[config.mk]
export PLATFORM = sky130hd
export DESIGN_NAME = ps2_key_receiver
export DESIGN_NICKNAME = d
export VERILOG_FILES = /design/src/rtl/ps2_key_receiver_pkg.sv /design/src/rtl/ps2_frame_rx.sv /design/src/rtl/ps2_key_receiver.sv
export SDC_FILE = /design/constraint.sdc
export NUM_CORES = 1
export LEC_CHECK = 0
export BUFFER_PORTS_ARGS = -buffer_cell sky130_fd_sc_hd__buf_2
export CAP_MARGIN = 10
export CORE_ASPECT_RATIO = 0.5
export CORE_UTILIZATION = 45
export CTS_CLUSTER_SIZE = 30
export DETAILED_ROUTE_END_ITERATION = 6
export PLACE_DENSITY = 0.59
export SLEW_MARGIN = 10
export SYNTH_ARGS = -nofsm -noshare
export SYNTH_HDL_FRONTEND = slang
export SYNTH_SLANG_ARGS = --single-unit
export TNS_END_PERCENT = 20
[constraint.sdc]
create_clock -name clk -period 2.55 [get_ports clk]
set_clock_uncertainty 0.05 [all_clocks]
set_input_delay 0.255 -clock clk [delete_from_list [all_inputs] [get_ports clk]]
set_output_delay 0.255 -clock clk [all_outputs]
set_load 0.02 [all_outputs]
[src/rtl/ps2_key_receiver_pkg.sv]
// Shared constants, types and scan-code helpers for the PS/2 arrow-key receiver.
package ps2_key_receiver_pkg;

  localparam logic [1:0] KEY_NONE  = 2'b00;
  localparam logic [1:0] KEY_UP    = 2'b01;
  localparam logic [1:0] KEY_LEFT  = 2'b10;
  localparam logic [1:0] KEY_RIGHT = 2'b11;

  localparam logic [7:0] SCAN_EXT   = 8'hE0;
  localparam logic [7:0] SCAN_BRK   = 8'hF0;
  localparam logic [7:0] SCAN_UP    = 8'h75;
  localparam logic [7:0] SCAN_LEFT  = 8'h6B;
  localparam logic [7:0] SCAN_RIGHT = 8'h74;

  typedef enum logic [1:0] {
    StIdle,
    StData,
    StParity,
    StStop
  } frame_state_e;

  function automatic logic is_arrow(input logic [7:0] code);
    return (code == SCAN_UP) || (code == SCAN_LEFT) || (code == SCAN_RIGHT);
  endfunction

  function automatic logic [1:0] scan_to_key(input logic [7:0] code);
    logic [1:0] key;
    case (code)
      SCAN_UP:    key = KEY_UP;
      SCAN_LEFT:  key = KEY_LEFT;
      SCAN_RIGHT: key = KEY_RIGHT;
      default:    key = KEY_NONE;
    endcase
    return key;
  endfunction

endpackage

[src/rtl/ps2_frame_rx.sv]
// PS/2 device-to-host framer: synchronizes and deglitches the keyboard lines,
// then assembles 11-bit frames into bytes with parity, framing and timeout checks.
module ps2_frame_rx
  import ps2_key_receiver_pkg::*;
#(
  parameter int unsigned CLK_HZ     = 40000000,
  parameter int unsigned FILTER_LEN = 8,
  parameter int unsigned TIMEOUT_US = 2000
) (
  input  logic       clk_i,
  input  logic       rst_i,
  input  logic       ps2_clk_i,
  input  logic       ps2_data_i,
  output logic [7:0] scan_byte_o,
  output logic       scan_valid_o,
  output logic       frame_error_o
);

  localparam longint unsigned TimeoutCycles =
      (64'(TIMEOUT_US) * 64'(CLK_HZ)) / 64'd1000000;
  localparam int unsigned ToW  = (TimeoutCycles > 64'd1) ? $clog2(TimeoutCycles) : 1;
  localparam int unsigned FltW = (FILTER_LEN > 1) ? $clog2(FILTER_LEN) : 1;

  logic [1:0]      clk_sync_q, data_sync_q;
  logic            clk_s, data_s;
  logic [FltW-1:0] filt_cnt_q, filt_cnt_d;
  logic            clk_filt_q, clk_filt_d;
  logic            sample_edge;

  frame_state_e    state_q, state_d;
  logic [2:0]      bit_cnt_q, bit_cnt_d;
  logic [7:0]      shift_q, shift_d;
  logic            parity_q, parity_d;
  logic [ToW-1:0]  to_cnt_q, to_cnt_d;
  logic [7:0]      scan_byte_q, scan_byte_d;
  logic            scan_valid_q, scan_valid_d;
  logic            frame_error_q, frame_error_d;

  // Idle-high lines, so the synchronizers reset to 1 to avoid a false edge at release.
  always_ff @(posedge clk_i or posedge rst_i) begin
    if (rst_i) begin
      clk_sync_q  <= 2'b11;
      data_sync_q <= 2'b11;
    end else begin
      clk_sync_q  <= {clk_sync_q[0], ps2_clk_i};
      data_sync_q <= {data_sync_q[0], ps2_data_i};
    end
  end

  assign clk_s  = clk_sync_q[1];
  assign data_s = data_sync_q[1];

  always_comb begin
    filt_cnt_d = '0;
    clk_filt_d = clk_filt_q;
    if (clk_s != clk_filt_q) begin
      if (filt_cnt_q == FltW'(FILTER_LEN - 1)) begin
        clk_filt_d = clk_s;
      end else begin
        filt_cnt_d = filt_cnt_q + 1'b1;
      end
    end
  end

  assign sample_edge = clk_filt_q & ~clk_filt_d;

  always_comb begin
    state_d       = state_q;
    bit_cnt_d     = bit_cnt_q;
    shift_d       = shift_q;
    parity_d      = parity_q;
    to_cnt_d      = '0;
    scan_byte_d   = scan_byte_q;
    scan_valid_d  = 1'b0;
    frame_error_d = 1'b0;

    if (sample_edge) begin
      unique case (state_q)
        StIdle: begin
          if (!data_s) begin
            state_d   = StData;
            bit_cnt_d = '0;
          end else begin
            frame_error_d = 1'b1;
          end
        end
        StData: begin
          shift_d   = {data_s, shift_q[7:1]};
          bit_cnt_d = bit_cnt_q + 1'b1;
          if (bit_cnt_q == 3'd7) begin
            state_d = StParity;
          end
        end
        StParity: begin
          parity_d = data_s;
          state_d  = StStop;
        end
        StStop: begin
          // Odd parity: data plus parity bit must hold an odd number of ones.
          if (data_s && (^{shift_q, parity_q})) begin
            scan_byte_d  = shift_q;
            scan_valid_d = 1'b1;
          end else begin
            frame_error_d = 1'b1;
          end
          state_d = StIdle;
        end
        default: state_d = StIdle;
      endcase
    end else if (state_q != StIdle) begin
      if (to_cnt_q == ToW'(TimeoutCycles - 64'd1)) begin
        state_d       = StIdle;
        frame_error_d = 1'b1;
      end else begin
        to_cnt_d = to_cnt_q + 1'b1;
      end
    end
  end

  always_ff @(posedge clk_i or posedge rst_i) begin
    if (rst_i) begin
      filt_cnt_q    <= '0;
      clk_filt_q    <= 1'b1;
      state_q       <= StIdle;
      bit_cnt_q     <= '0;
      shift_q       <= '0;
      parity_q      <= 1'b0;
      to_cnt_q      <= '0;
      scan_byte_q   <= '0;
      scan_valid_q  <= 1'b0;
      frame_error_q <= 1'b0;
    end else begin
      filt_cnt_q    <= filt_cnt_d;
      clk_filt_q    <= clk_filt_d;
      state_q       <= state_d;
      bit_cnt_q     <= bit_cnt_d;
      shift_q       <= shift_d;
      parity_q      <= parity_d;
      to_cnt_q      <= to_cnt_d;
      scan_byte_q   <= scan_byte_d;
      scan_valid_q  <= scan_valid_d;
      frame_error_q <= frame_error_d;
    end
  end

  assign scan_byte_o   = scan_byte_q;
  assign scan_valid_o  = scan_valid_q;
  assign frame_error_o = frame_error_q;

endmodule

[src/rtl/ps2_key_receiver.sv]
// PS/2 keyboard receiver presenting the held arrow key as a 2-bit key_code,
// a drop-in replacement for the push-button key_code source.
module ps2_key_receiver
  import ps2_key_receiver_pkg::*;
#(
  parameter int unsigned CLK_HZ     = 40000000,
  parameter int unsigned FILTER_LEN = 8,
  parameter int unsigned TIMEOUT_US = 2000
) (
  input  logic       clk,
  input  logic       rst,
  input  logic       ps2_clk,
  input  logic       ps2_data,
  output logic [1:0] key_code,
  output logic [7:0] scan_byte,
  output logic       scan_valid,
  output logic       frame_error
);

  logic [1:0] key_code_q, key_code_d;
  logic       ext_q, ext_d;
  logic       brk_q, brk_d;

  ps2_frame_rx #(
    .CLK_HZ    (CLK_HZ),
    .FILTER_LEN(FILTER_LEN),
    .TIMEOUT_US(TIMEOUT_US)
  ) u_frame_rx (
    .clk_i        (clk),
    .rst_i        (rst),
    .ps2_clk_i    (ps2_clk),
    .ps2_data_i   (ps2_data),
    .scan_byte_o  (scan_byte),
    .scan_valid_o (scan_valid),
    .frame_error_o(frame_error)
  );

  always_comb begin
    key_code_d = key_code_q;
    ext_d      = ext_q;
    brk_d      = brk_q;

    if (frame_error) begin
      // A corrupted frame may have been a prefix byte, so drop pending prefixes.
      ext_d = 1'b0;
      brk_d = 1'b0;
    end else if (scan_valid) begin
      if (scan_byte == SCAN_EXT) begin
        ext_d = 1'b1;
      end else if (scan_byte == SCAN_BRK) begin
        brk_d = 1'b1;
      end else begin
        if (ext_q && is_arrow(scan_byte)) begin
          if (!brk_q) begin
            key_code_d = scan_to_key(scan_byte);
          end else if (scan_to_key(scan_byte) == key_code_q) begin
            key_code_d = KEY_NONE;
          end
        end
        ext_d = 1'b0;
        brk_d = 1'b0;
      end
    end
  end

  always_ff @(posedge clk or posedge rst) begin
    if (rst) begin
      key_code_q <= KEY_NONE;
      ext_q      <= 1'b0;
      brk_q      <= 1'b0;
    end else begin
      key_code_q <= key_code_d;
      ext_q      <= ext_d;
      brk_q      <= brk_d;
    end
  end

  assign key_code = key_code_q;

endmodule
==> results of run 1 <==
-- area by class of cell --
type,count,share of cell area
repair buffers,21,0.0430
flip-flops and latches,53,0.458
inverters,10,0.0129
clock inverters,3,0.0159
well taps,70,0.0301
multi-input cells,161,0.397
clock buffers,5,0.0430
-- kinds of logic after synthesis --
logic type,after synthesis,share of synthesized area
xor+xnor,23,0.0847
compound gates,23,0.0571
fa+ha+maj,9,0.0443
buf+inv,14,0.0212
simple gates,87,0.184
flops,53,0.525
mux,19,0.0837
-- worst max-delay path: stages, from the launching register on --
cell and delay (ns):
dfrtp_1 0.42, xnor2_1 0.23, xnor3_1 0.35, xnor2_1 0.18, nor3_4 0.35, mux2_2 0.38
-- cell usage after synthesis (3+ instances only) --
library cell,n,area (um^2)
nor2_1,23,86.3
mux2_2,18,203
dfrtp_1,48,1200
dfstp_2,5,131
nand3_1,7,35.0
nor2b_1,4,25.0
xnor2_1,14,123
nand4_1,4,25.0
nand2_1,20,75.1
a32oi_1,3,26.3
nor4_1,3,18.8
inv_1,10,37.5
a21oi_1,6,30.0
nor3_1,6,30.0
o21ai_0,7,35.0
xor2_1,8,70.1
clkbuf_1,3,11.3
ha_1,9,113
-- how the worst max path moves through the flow --
| stage | slack (ns) | start | depth (start not counted) | endpoint |
|---|---|---|---|---|
| global placement | 0.50 | u_frame_rx.shift_q[1] | 5 | u_frame_rx.scan_byte_o[2] |
| detailed placement | 0.48 | u_frame_rx.shift_q[6] | 5 | u_frame_rx.scan_byte_o[2] |
| CTS | 0.45 | u_frame_rx.shift_q[6] | 5 | u_frame_rx.scan_byte_o[2] |
| floorplan | 0.62 | u_frame_rx.shift_q[2] | 5 | u_frame_rx.scan_byte_o[0] |
| global route | 0.32 | u_frame_rx.shift_q[6] | 5 | u_frame_rx.scan_byte_o[4] |
| finish | 0.47 | u_frame_rx.shift_q[6] | 5 | u_frame_rx.scan_byte_o[0] |
-- flip-flops by register name (all words and copies together), names as in the netlist --
register                  flops
u_frame_rx.frame_error_o      1
u_frame_rx.clk_sync_q         2
u_frame_rx.scan_byte_o        8
u_frame_rx.parity_q           1
u_frame_rx.state_q            2
u_frame_rx.data_sync_q        2
key_code                      2
u_frame_rx.bit_cnt_q          3
u_frame_rx.to_cnt_q          17
brk_q                         1
u_frame_rx.clk_filt_q         1
u_frame_rx.scan_valid_o       1
u_frame_rx.filt_cnt_q         3
ext_q                         1
u_frame_rx.shift_q            8
-- per-stage QoR --
step / hold slack, ns / area (um^2) / power [mW] / std cells / utilization
after detailed placement: 0.278 / 2720 / 0.985 / 313 / 0.524
final: 0.00943 / 2910 / 1.74 / 323 / 0.561
after floorplan: 0.209 / 2540 / 0.961 / 228 / -
after global placement: 0.274 / 2720 / 0.979 / 313 / 0.524
after global routing: 0.00328 / 2910 / 1.82 / 323 / 0.561
after CTS: 0.00259 / 2910 / 1.77 / 323 / 0.561
-- power groups by stage --
stage / Sequential, mW / Combinational [mW] / Clock (mW)
after floorplan: 0.904 / 0.0574 / 0
after global placement: 0.906 / 0.0727 / 0
after detailed placement: 0.909 / 0.0764 / 0
after CTS: 0.893 / 0.0791 / 0.794
after global routing: 0.895 / 0.0949 / 0.828
final: 0.892 / 0.0754 / 0.771
-- metal layers --
layer | vias up | share of wire | wire, um | GRT usage
li1 | 848 | - | - | -
met1 | 867 | 0.51 | 2310 | 0.220
met2 | 30 | 0.45 | 2030 | 0.303
met3 | 10 | 0.029 | 130 | 0.0422
met4 | 0 | 0.016 | 75 | 0.0822
met5 | - | 0 | 0 | 0
-- cells in the final DEF, fill, tap and decap left out, drive strengths merged, types with 2 or more instances in the layout --
| cell type | netlist | final |
|---|---|---|
| clkbuf | 3 | 5 |
| nand2 | 20 | 20 |
| mux2 | 18 | 18 |
| nor2 | 23 | 23 |
| o21ai | 7 | 7 |
| nand4bb | 2 | 2 |
| nor3b | 2 | 2 |
| a211oi | 2 | 2 |
| nor3 | 7 | 7 |
| dfrtp | 48 | 48 |
| buf | 1 | 19 |
| xor2 | 8 | 8 |
| inv | 10 | 10 |
| and2 | 2 | 2 |
| nor2b | 4 | 4 |
| a21oi | 6 | 6 |
| and3 | 2 | 2 |
| and4 | 2 | 2 |
| dlygate4sd3 | 0 | 2 |
| xnor2 | 14 | 14 |
| ha | 9 | 9 |
| nand3 | 7 | 7 |
| a32oi | 3 | 3 |
| nor4 | 3 | 3 |
| dfstp | 5 | 5 |
| a31oi | 2 | 2 |
| nand4 | 4 | 4 |
==> impl_results.md, run 1 <==
* Clock network fraction of total power at 0.444
* Global routing usage summed across all routing layers at 0.177
* Routability congestion estimate from global placement at 0.782
* Row count at 18
* Clock root buffer: clkbuf_16
* Reg power frac at 0.513
* LEAKAGE at 1.35 nW
* Total area of multi-input combinational cells at 1150 um^2
* Mean post-synth cell area at 11.1 um^2
* Antenna-violating nets left at 0
* Diode count at 0
* Post-cts repair resize count at 0
* I/O Buffers at 15
* Net Sw Frac at 0.209
* Worst IR drop on VDD at 0.332 mV
* Startpoint of the most critical register-to-register path: u_frame_rx.shift_q[6]
* First-pass GRT wire length at 7790 um
* Initial cell density of the core at 0.490
* DRC violation count after routing at 0
* Buffer depth of the longest clock path at 2
* Max Slew Vio Count at 0
* TritonCTS Buffers at 5
* Count of synthesis-stage warnings from yosys at 0
* Power density over the cells at 598 nW/um^2
* Worst reg2reg setup slack at 0.47 ns
* Count of hold-fix buffers inserted at cts at 2
* CTS H-Tree Depth at 2
* Overall die height at 55.1 um
* Critical Path Start Type: register
* Clock tree from TritonCTS: done
* Worst r2r dst: u_frame_rx.scan_byte_o[0]
* RSZ-0062 raised after global routing: no
* Initial antenna violation count at 0
* Internal power at 1.38 mW
* Die width at 108 um
* Status: completed
* Setup slack after layout at 0.465 ns
* Number of library cell types mapped by synthesis at 41
* Setup Buffers After CTS at 0
* Post-layout net count at 265
* Clock transition at the registers of the reported paths at 0.07 ns
* Slew of the pin with the lowest slew margin at 0.560 ns
* Placement Setup Slack at 0.476 ns
* Fraction of registers with async set/reset at 1.00
* Total Negative Setup Slacks at 0 ns
* Count of max-cap constraint violations at 0
* Data required time at the worst endpoint at 2.68 ns
* Post-synth EDFFs at 0
* Seq. cell area at 1330 um^2
* Flip-flop cell with the highest count after synthesis: dfrtp_1
* Upper clock frequency limit at 480 MHz
* Insertion delay to the later sink of the worst-skew pair at 0.29 ns
* Worst Setup End Kind: register
* Iteration count of the initial detailed-routing pass at 4
* Worst relative slew slack at 0.624
* Final-report setup violation count at 0
* Path category of the worst min-delay check: primary input to register
* Combinational share of power at 0.043
* Total via count after detailed routing at 1,755
* Hold path endpoint: u_frame_rx.clk_sync_q[0]
* Average via count per standard cell at 5.43
* Data arrival, critical path at 2.21 ns
* Routed length per instance at 14.1 um
* Synthesized Nets at 241
* Share of cells above drive strength 1 at 0.217
* Hold Violations, Final at 0
* Reg2reg path depth at 5
* Detailed placement HPWL at 3250 um
* CP Class: register to register
* Critical path fanouts, max at 9
* Io pins at 16
* Maximum number of pins on one net before global-route repair at 26
* Total clock sinks at 53
* Net switching power at 0.363 mW
* Area of the core region at 5180 um^2
* Detailed-route wire length at 4550 um
* Hold Crit Start: ps2_clk
* Mapped cell area at 2540 um^2
* Overflow after GRT at 0
* Share of the yosys chip area belonging to registers at 0.525
* Fillers at 459
* Fin crit period at 2.08 ns
* Iter 0 DRT Violations at 99
* Via count of the first global-routing pass at 1,697
* Synth Register Bits at 53
* Layout-stage area growth over the synthesis result at 14.5%
* Final worst path period share at 0.818
* Post-synthesis cell count at 228
* Area enclosed by the die boundary at 5970 um^2
* Hold Path Depth at 1
No activity file was read; power rests on OpenSTA's default activity.
==> run 2: changes to the inputs <==
ABC_AREA = 1   (was not set)
PLACE_DENSITY = 0.61   (was 0.59)
clock period = 1.8 ns   (was 2.55 ns; I/O delays follow)
==> impl_results.md, run 2 <==
* Status: completed (unchanged)
* Overflow after GRT at 0 (unchanged)
* Hold Violations, Final at 0 (unchanged)
* Area contributors post-synth: dfrtp_1 (43%), nand2_1 (14%), inv_1 (5.5%), dfstp_2 (4.7%), nor2_1 (4.1%) (was dfrtp_1 (47%), mux2_2 (8.0%), dfstp_2 (5.2%), xnor2_1 (4.8%), ha_1 (4.4%))
* CTS H-Tree Depth at 2 (unchanged)
* CP Class: register to register (unchanged)
* Most frequent cells in the layout: nand2_1 (103), dfrtp_1 (48), inv_1 (39) (was dfrtp_1 (48), nor2_1 (23), nand2_1 (20))
* Synth area leader: dfrtp_1 (unchanged)
* Cell types with the highest counts after synthesis: nand2_1 (104), dfrtp_1 (48), inv_1 (41) (was dfrtp_1 (48), nor2_1 (23), nand2_1 (20))
* Synth Register Bits at 53 (unchanged)
* I/O Buffers at 15 (unchanged)
* Routed length per instance at 12.2 um (was 14.1 um)
* Post-synthesis cell count at 350 (was 228)
* Total area of multi-input combinational cells at 1360 um^2 (was 1150 um^2)
* First-pass GRT wire length at 9980 um (was 7790 um)
* Worst relative slew slack at 0.714 (was 0.624)
* Clock root buffer: clkbuf_16 (unchanged)
* Cell with the most instances after synthesis: nand2_1 (was dfrtp_1)
* Max Slew Vio Count at 0 (unchanged)
* Largest Register: u_frame_rx.to_cnt_q (unchanged)
* Path category of the worst min-delay check: register to register (was primary input to register)
* Data arrival, critical path at 1.81 ns (was 2.21 ns)
* Area of the core region at 5750 um^2 (was 5180 um^2)
* Power density over the cells at 707 nW/um^2 (was 598 nW/um^2)
* Seq. cell area at 1330 um^2 (unchanged)
* Worst Setup End Kind: register (unchanged)
* Mapped cell area at 2810 um^2 (was 2540 um^2)
* DRC violation count after routing at 0 (unchanged)
* Global routing usage summed across all routing layers at 0.198 (was 0.177)
* Worst IR drop on VDD at 0.391 mV (was 0.332 mV)
* Fin crit period at 1.68 ns (was 2.08 ns)
* LEAKAGE at 1.58 nW (was 1.35 nW)
* Row count at 19 (was 18)
* Count of max-cap constraint violations at 0 (unchanged)
* Area enclosed by the die boundary at 6580 um^2 (was 5970 um^2)
* Fillers at 506 (was 459)
* CP cell instances: ha_2 > ha_4 > nand2_2 > nand3_4 > nor2_2 > buf_6 > nand3_4 > nand2_1 > nand2_1 (was xnor2_1 > xnor3_1 > xnor2_1 > nor3_4 > mux2_2)
* Iteration count of the initial detailed-routing pass at 4 (unchanged)
* Average via count per standard cell at 5.06 (was 5.43)
* Diode count at 0 (unchanged)
* Clock tree from TritonCTS: done (unchanged)
* Yosys top cell area share at 0.428 (was 0.473)
* Detailed-route wire length at 5690 um (was 4550 um)
* Antenna-violating nets left at 0 (unchanged)
* Initial antenna violation count at 0 (unchanged)
* Post-layout net count at 394 (was 265)
* Mean post-synth cell area at 8.03 um^2 (was 11.1 um^2)
* Buffer depth of the longest clock path at 2 (unchanged)
* Layout Cell Area excl Fill at 3310 um^2 (was 2910 um^2)
* Die width at 114 um (was 108 um)
* Hold_ws at 0.306 ns (was 0.00943 ns)
* Placement Setup Slack at -0.0530 ns (was 0.476 ns)
* Highest-delay cell along the critical path: dfrtp_1 (unchanged)
* Final-report setup violation count at 0 (unchanged)
* Worst stage delay on the critical path at 0.39 ns (was 0.42 ns)
* Iter 0 DRT Violations at 90 (was 99)
* Insertion delay to the later sink of the worst-skew pair at 0.29 ns (about the same)
* Maximum number of pins on one net before global-route repair at 26 (unchanged)
* Post-synth EDFFs at 0 (unchanged)
* Detailed placement HPWL at 4200 um (was 3250 um)
* Fraction of registers with async set/reset at 1.00 (unchanged)
* Synthesized Nets at 363 (was 241)
* TritonCTS Buffers at 5 (unchanged)
* Via count of the first global-routing pass at 2,289 (was 1,697)
* Share of the yosys chip area belonging to registers at 0.474 (was 0.525)
* Commonest non-fill, non-tap cell in the layout: nand2_1 (was dfrtp_1)
* Critical Path Start Type: register (unchanged)
* Critical path fanouts, max at 9 (unchanged)
* Routability congestion estimate from global placement at 0.883 (was 0.782)
* Layout-stage area growth over the synthesis result at 17.8% (was 14.5%)
* Clock transition at the registers of the reported paths at 0.07 ns (about the same)
* Flip-flop cell with the highest count after synthesis: dfrtp_1 (unchanged)
* Upper clock frequency limit at 597 MHz (was 480 MHz)
* Initial cell density of the core at 0.488 (was 0.490)
* Total clock sinks at 53 (unchanged)
* Count of synthesis-stage warnings from yosys at 0 (unchanged)
* Overall die height at 57.9 um (was 55.1 um)
* Final worst path period share at 0.931 (was 0.818)
* Io pins at 16 (unchanged)
* Slew of the pin with the lowest slew margin at 0.428 ns (was 0.560 ns)
* Number of flip-flops under the largest register name at 17 (unchanged)
* Setup slack after layout at 0.125 ns (was 0.465 ns)
* Share of cells above drive strength 1 at 0.152 (was 0.217)
* Data required time at the worst endpoint at 1.94 ns (was 2.68 ns)
* Area after detailed placement at 3060 um^2 (was 2720 um^2)
* Number of library cell types mapped by synthesis at 29 (was 41)
* Total via count after detailed routing at 2,360 (was 1,755)
-- run 2: cell count changes in the layout (fill, tap and decap cells not counted), moves of 4 or more --
cell      before  now
inv_1          9   39
mux2_2        18    0
nand2_1       20  103
nand3_1        7   20
nand3b_1       1    5
nand4_1        4   16
nor2_1        23   31
nor2b_1        4    0
nor3_1         6   10
o21ai_0        7   15
xnor2_1       14    5
-- run 2: repair_timing --
item / CTS / global route
setup buffers: 0 / 2
resized for setup: 3 / 12
endpoints found under the hold margin: 15 / 0
hold buffers: 3 / 0
pin swaps: 0 / 4
setup endpoints to repair: 6 / 27
-- run 2: per-stage QoR --
stage | utilization | TNS [ns] | power (mW) | cells
after floorplan | - | 0 | 1.36 | 350
after global placement | 0.531 | 0 | 1.39 | 453
after detailed placement | 0.531 | -0.141 | 1.41 | 453
after CTS | 0.562 | 0 | 2.37 | 464
after global routing | 0.575 | -0.0171 | 2.45 | 466
final | 0.575 | 0 | 2.34 | 466
-- run 2: report_power, final --
group          internal (mW)  switching (mW)
logic                 0.0547          0.0632
clock network          0.511           0.430
registers               1.24          0.0393
total                   1.81           0.532
-- run 2: logic make-up (layout without fill, tap and decap cells) --
kind of cell / count (synthesis) / count (layout) / synth area share
and+or+nand+nor: 208 / 208 / 0.345
adders and majority gates: 9 / 9 / 0.0401
buffers and inverters: 45 / 77 / 0.0615
AOI/OAI and AO/OA: 24 / 24 / 0.0441
xor gates and xnor gates: 10 / 10 / 0.0312
muxes: 1 / 1 / 0.00356
DFF: 53 / 53 / 0.474
-- run 2: layout make-up --
cell class | count | share of cell area
Tap cell | 84 | 0.0318
Multi-Input combinational cell | 252 | 0.412
Timing Repair Buffer | 28 | 0.0631
Clock inverter | 3 | 0.00529
Clock buffer | 5 | 0.0378
Inverter | 41 | 0.0473
Sequential cell | 53 | 0.403
-- run 2: path summary, 6_finish.rpt --
path	start	end	slack [ns]	cells past startpoint
max	u_frame_rx.filt_cnt_q[0]	u_frame_rx.scan_byte_o[5]	0.12	9
min	u_frame_rx.data_sync_q[0]	u_frame_rx.data_sync_q[1]	0.31	0
max reg2reg	u_frame_rx.filt_cnt_q[0]	u_frame_rx.scan_byte_o[5]	0.12	9
min reg2reg	u_frame_rx.data_sync_q[0]	u_frame_rx.data_sync_q[1]	0.31	0
max in group asynchronous	rst	u_frame_rx.to_cnt_q[12]	0.83	4
min in group asynchronous	rst	u_frame_rx.filt_cnt_q[2]	0.38	3
-- run 2: worst max-delay path: cells and delay by family, from the launching register on --
| kind | cells | cell delay [ns] |
|---|---|---|
| flops | 1 | 0.39 |
| fa+ha+maj | 2 | 0.37 |
| buf+inv | 1 | 0.15 |
| simple gates | 6 | 0.60 |
-- run 2: layer usage --
metal / vias to the layer above / share of wire / track usage / routed length [um]
met1: 1102 / 0.47 / 0.242 / 2690
met5: - / 0 / 0 / 0
li1: 1203 / - / - / -
met3: 6 / 0.054 / 0.0732 / 309
met4: 0 / 0.0084 / 0.0451 / 48
met2: 49 / 0.46 / 0.338 / 2650
==> run 3: changes to the inputs <==
CELL_PAD_IN_SITES_DETAIL_PLACEMENT = 0   (was not set)
CELL_PAD_IN_SITES_GLOBAL_PLACEMENT = 1   (was not set)
PLACE_DENSITY = 0.75   (was 0.61)
clock period = 2.1 ns   (was 1.8 ns; I/O delays follow)
==> impl_results.md, run 3 (same netlist as run 2, synthesis figures left out) <==
* Data required time at the worst endpoint at 2.26 ns (was 1.94 ns)
* Detailed-route wire length at 5580 um (was 5690 um)
* Routed length per instance at 12.1 um (was 12.2 um)
* Most frequent cells in the layout: nand2_1 (104), dfrtp_1 (48), inv_1 (39) (was nand2_1 (103), dfrtp_1 (48), inv_1 (39))
* Worst Setup End Kind: register (unchanged)
* Total clock sinks at 53 (unchanged)
* Fillers at 559 (was 506)
* Net switching power at 0.431 mW (was 0.532 mW)
* RSZ-0062 raised after global routing: no
* DRC violation count after routing at 0 (unchanged)
* Final worst path period share at 0.885 (was 0.931)
* Max Slew Vio Count at 0 (unchanged)
* Reg power frac at 0.542 (was 0.548)
* Area of the core region at 5750 um^2 (unchanged)
* Clock root buffer: clkbuf_16 (unchanged)
* Worst r2r dst: u_frame_rx.bit_cnt_q[2] (was u_frame_rx.scan_byte_o[5])
* Global routing usage summed across all routing layers at 0.195 (was 0.198)
* Io pins at 16 (unchanged)
* Area enclosed by the die boundary at 6580 um^2 (unchanged)
* LEAKAGE at 1.53 nW (was 1.58 nW)
* CTS H-Tree Depth at 2 (unchanged)
* Highest-delay cell along the critical path: dfrtp_1 (unchanged)
* Status: completed (unchanged)
* CP Class: register to register (unchanged)
* CP cell instances: ha_1 > ha_1 > nand2_1 > nand3_2 > inv_2 > o21ai_0 > a21oi_1 > nand3_1 > o21ai_0 (was ha_2 > ha_4 > nand2_2 > nand3_4 > nor2_2 > buf_6 > nand3_4 > nand2_1 > nand2_1)
* I/O Buffers at 15 (unchanged)
* Data arrival, critical path at 2.02 ns (was 1.81 ns)
* Worst stage delay on the critical path at 0.38 ns (was 0.39 ns)
* Overflow after GRT at 0 (unchanged)
* Detailed placement HPWL at 4100 um (was 4200 um)
* Average via count per standard cell at 5.00 (was 5.06)
* TritonCTS Buffers at 5 (unchanged)
* Maximum number of pins on one net before global-route repair at 54 (was 26)
* Initial antenna violation count at 0 (unchanged)
* Total via count after detailed routing at 2,300 (was 2,360)
* Clock tree from TritonCTS: done (unchanged)
* Critical path fanouts, max at 9 (unchanged)
* Fin crit period at 1.86 ns (was 1.68 ns)
* Diode count at 0 (unchanged)
* Count of max-cap constraint violations at 0 (unchanged)
* Net Sw Frac at 0.215 (was 0.227)
* Final-report setup violation count at 0 (unchanged)
* Buffer depth of the longest clock path at 2 (unchanged)
* Die width at 114 um (unchanged)
* Power density over the cells at 633 nW/um^2 (was 707 nW/um^2)
* Largest Register: u_frame_rx.to_cnt_q (unchanged)
* Seq. cell area at 1330 um^2 (unchanged)
* Initial cell density of the core at 0.488 (unchanged)
* Internal power at 1.58 mW (was 1.81 mW)
* First-pass GRT wire length at 9930 um (was 9980 um)
* Worst reg2reg setup slack at 0.24 ns (was 0.12 ns)
* Antenna-violating nets left at 0 (unchanged)
* Commonest non-fill, non-tap cell in the layout: nand2_1 (unchanged)
* Post-layout net count at 388 (was 394)
* Path category of the worst min-delay check: primary input to async pin (was register to register)
* Upper clock frequency limit at 538 MHz (was 597 MHz)
* Slew of the pin with the lowest slew margin at 0.674 ns (was 0.428 ns)
* Share of cells above drive strength 1 at 0.112 (was 0.152)
* Row count at 19 (unchanged)
* Iteration count of the initial detailed-routing pass at 4 (unchanged)
* Critical Path Start Type: register (unchanged)
* Insertion delay to the later sink of the worst-skew pair at 0.29 ns (about the same)
* Worst IR drop on VDD at 0.276 mV (was 0.391 mV)
* Combinational share of power at 0.044 (was 0.050)
* Reg2reg path depth at 9 (unchanged)
* Startpoint of the most critical register-to-register path: u_frame_rx.filt_cnt_q[0] (unchanged)
* Clock transition at the registers of the reported paths at 0.07 ns (about the same)
* Crit path buffers/inverters at 1 (unchanged)
* Clock network fraction of total power at 0.413 (was 0.402)
* Number of flip-flops under the largest register name at 17 (unchanged)
* Layout-stage area growth over the synthesis result at 13.0% (was 17.8%)
* Iter 0 DRT Violations at 143 (was 90)
* Setup Buffers After CTS at 0 (unchanged)
* Overall die height at 57.9 um (unchanged)
* Cell family with the largest share of critical-path delay: compound AO/OA/AOI/OAI gates (was simple AND/OR/NAND/NOR gates)
* Total Negative Setup Slacks at 0 ns (unchanged)
* Post-placement cell count at 450 (was 453)
* Total area of multi-input combinational cells at 1300 um^2 (was 1360 um^2)
* Routability congestion estimate from global placement at 0.849 (was 0.883)
* Worst relative slew slack at 0.551 (was 0.714)
* Final Non-Filler Cells at 460 (was 466)
* Hold Violations, Final at 0 (unchanged)
* Via count of the first global-routing pass at 2,207 (was 2,289)
==> run 3: worst max path at each step <==
stage / from / to / slack [ns] / cells after the start
floorplan: u_frame_rx.filt_cnt_q[0] / u_frame_rx.state_q[0] / 0.33 / 10
global placement: u_frame_rx.filt_cnt_q[0] / u_frame_rx.bit_cnt_q[2] / 0.24 / 9
detailed placement: u_frame_rx.filt_cnt_q[0] / u_frame_rx.bit_cnt_q[2] / 0.14 / 9
CTS: u_frame_rx.filt_cnt_q[0] / u_frame_rx.bit_cnt_q[2] / 0.13 / 9
global route: u_frame_rx.filt_cnt_q[0] / u_frame_rx.bit_cnt_q[2] / 0.07 / 9
finish: u_frame_rx.filt_cnt_q[0] / u_frame_rx.bit_cnt_q[2] / 0.24 / 9
==> run 3: power by group through the flow <==
stage	clock, mW	combinational (mW)	sequential, mW
finish	0.831	0.0888	1.09
global route	0.895	0.111	1.10
CTS	0.854	0.0931	1.09
detailed placement	0	0.0909	1.11
global placement	0	0.0820	1.11
floorplan	0	0.0685	1.10
==> run 3: cell type report <==
class                   count  share of cell area
clock buffers               8              0.0461
well taps                  84              0.0331
repair buffers             22              0.0418
flip-flops and latches     53               0.420
multi-input cells         252               0.411
inverters                  41              0.0485
==> run 3: repair_timing <==
action / CTS / global route
resized for setup: 0 / 1
hold buffers: 2 / 0
endpoints found under the hold margin: 2 / 0
endpoints found under the setup margin: 0 / 1
==> run 3: worst reg2reg max path, cell delays in order (launching register included) <==
cell,delay [ns]
dfrtp_1,0.38
ha_1,0.19
ha_1,0.23
nand2_1,0.12
nand3_2,0.10
inv_2,0.15
o21ai_0,0.11
a21oi_1,0.26
nand3_1,0.10
o21ai_0,0.08
==> run 3: stage by stage <==
| step | hold slack [ns] | setup WS, ns | power [mW] | instance area, um^2 | util |
|---|---|---|---|---|---|
| 2_1_floorplan | 0.164 | 0.331 | 1.17 | 2810 | - |
| 3_3_place_gp | 0.265 | 0.241 | 1.19 | 3010 | 0.523 |
| 3_5_place_dp | 0.269 | 0.142 | 1.20 | 3010 | 0.523 |
| 4_1_cts | 0.0748 | 0.130 | 2.04 | 3170 | 0.552 |
| 5_1_grt | 0.116 | 0.0749 | 2.10 | 3170 | 0.552 |
| 6_report | 0.0459 | 0.241 | 2.01 | 3170 | 0.552 |
==> run 3: metal layers <==
metal  up-vias  part of all wire  wire, um  GRT usage
met5         -                 0         0          0
met4         0             0.014        76     0.0620
met3         9             0.038       210     0.0544
met2        32              0.43      2380      0.314
met1      1066              0.52      2910      0.259
li1       1193                 -         -          -
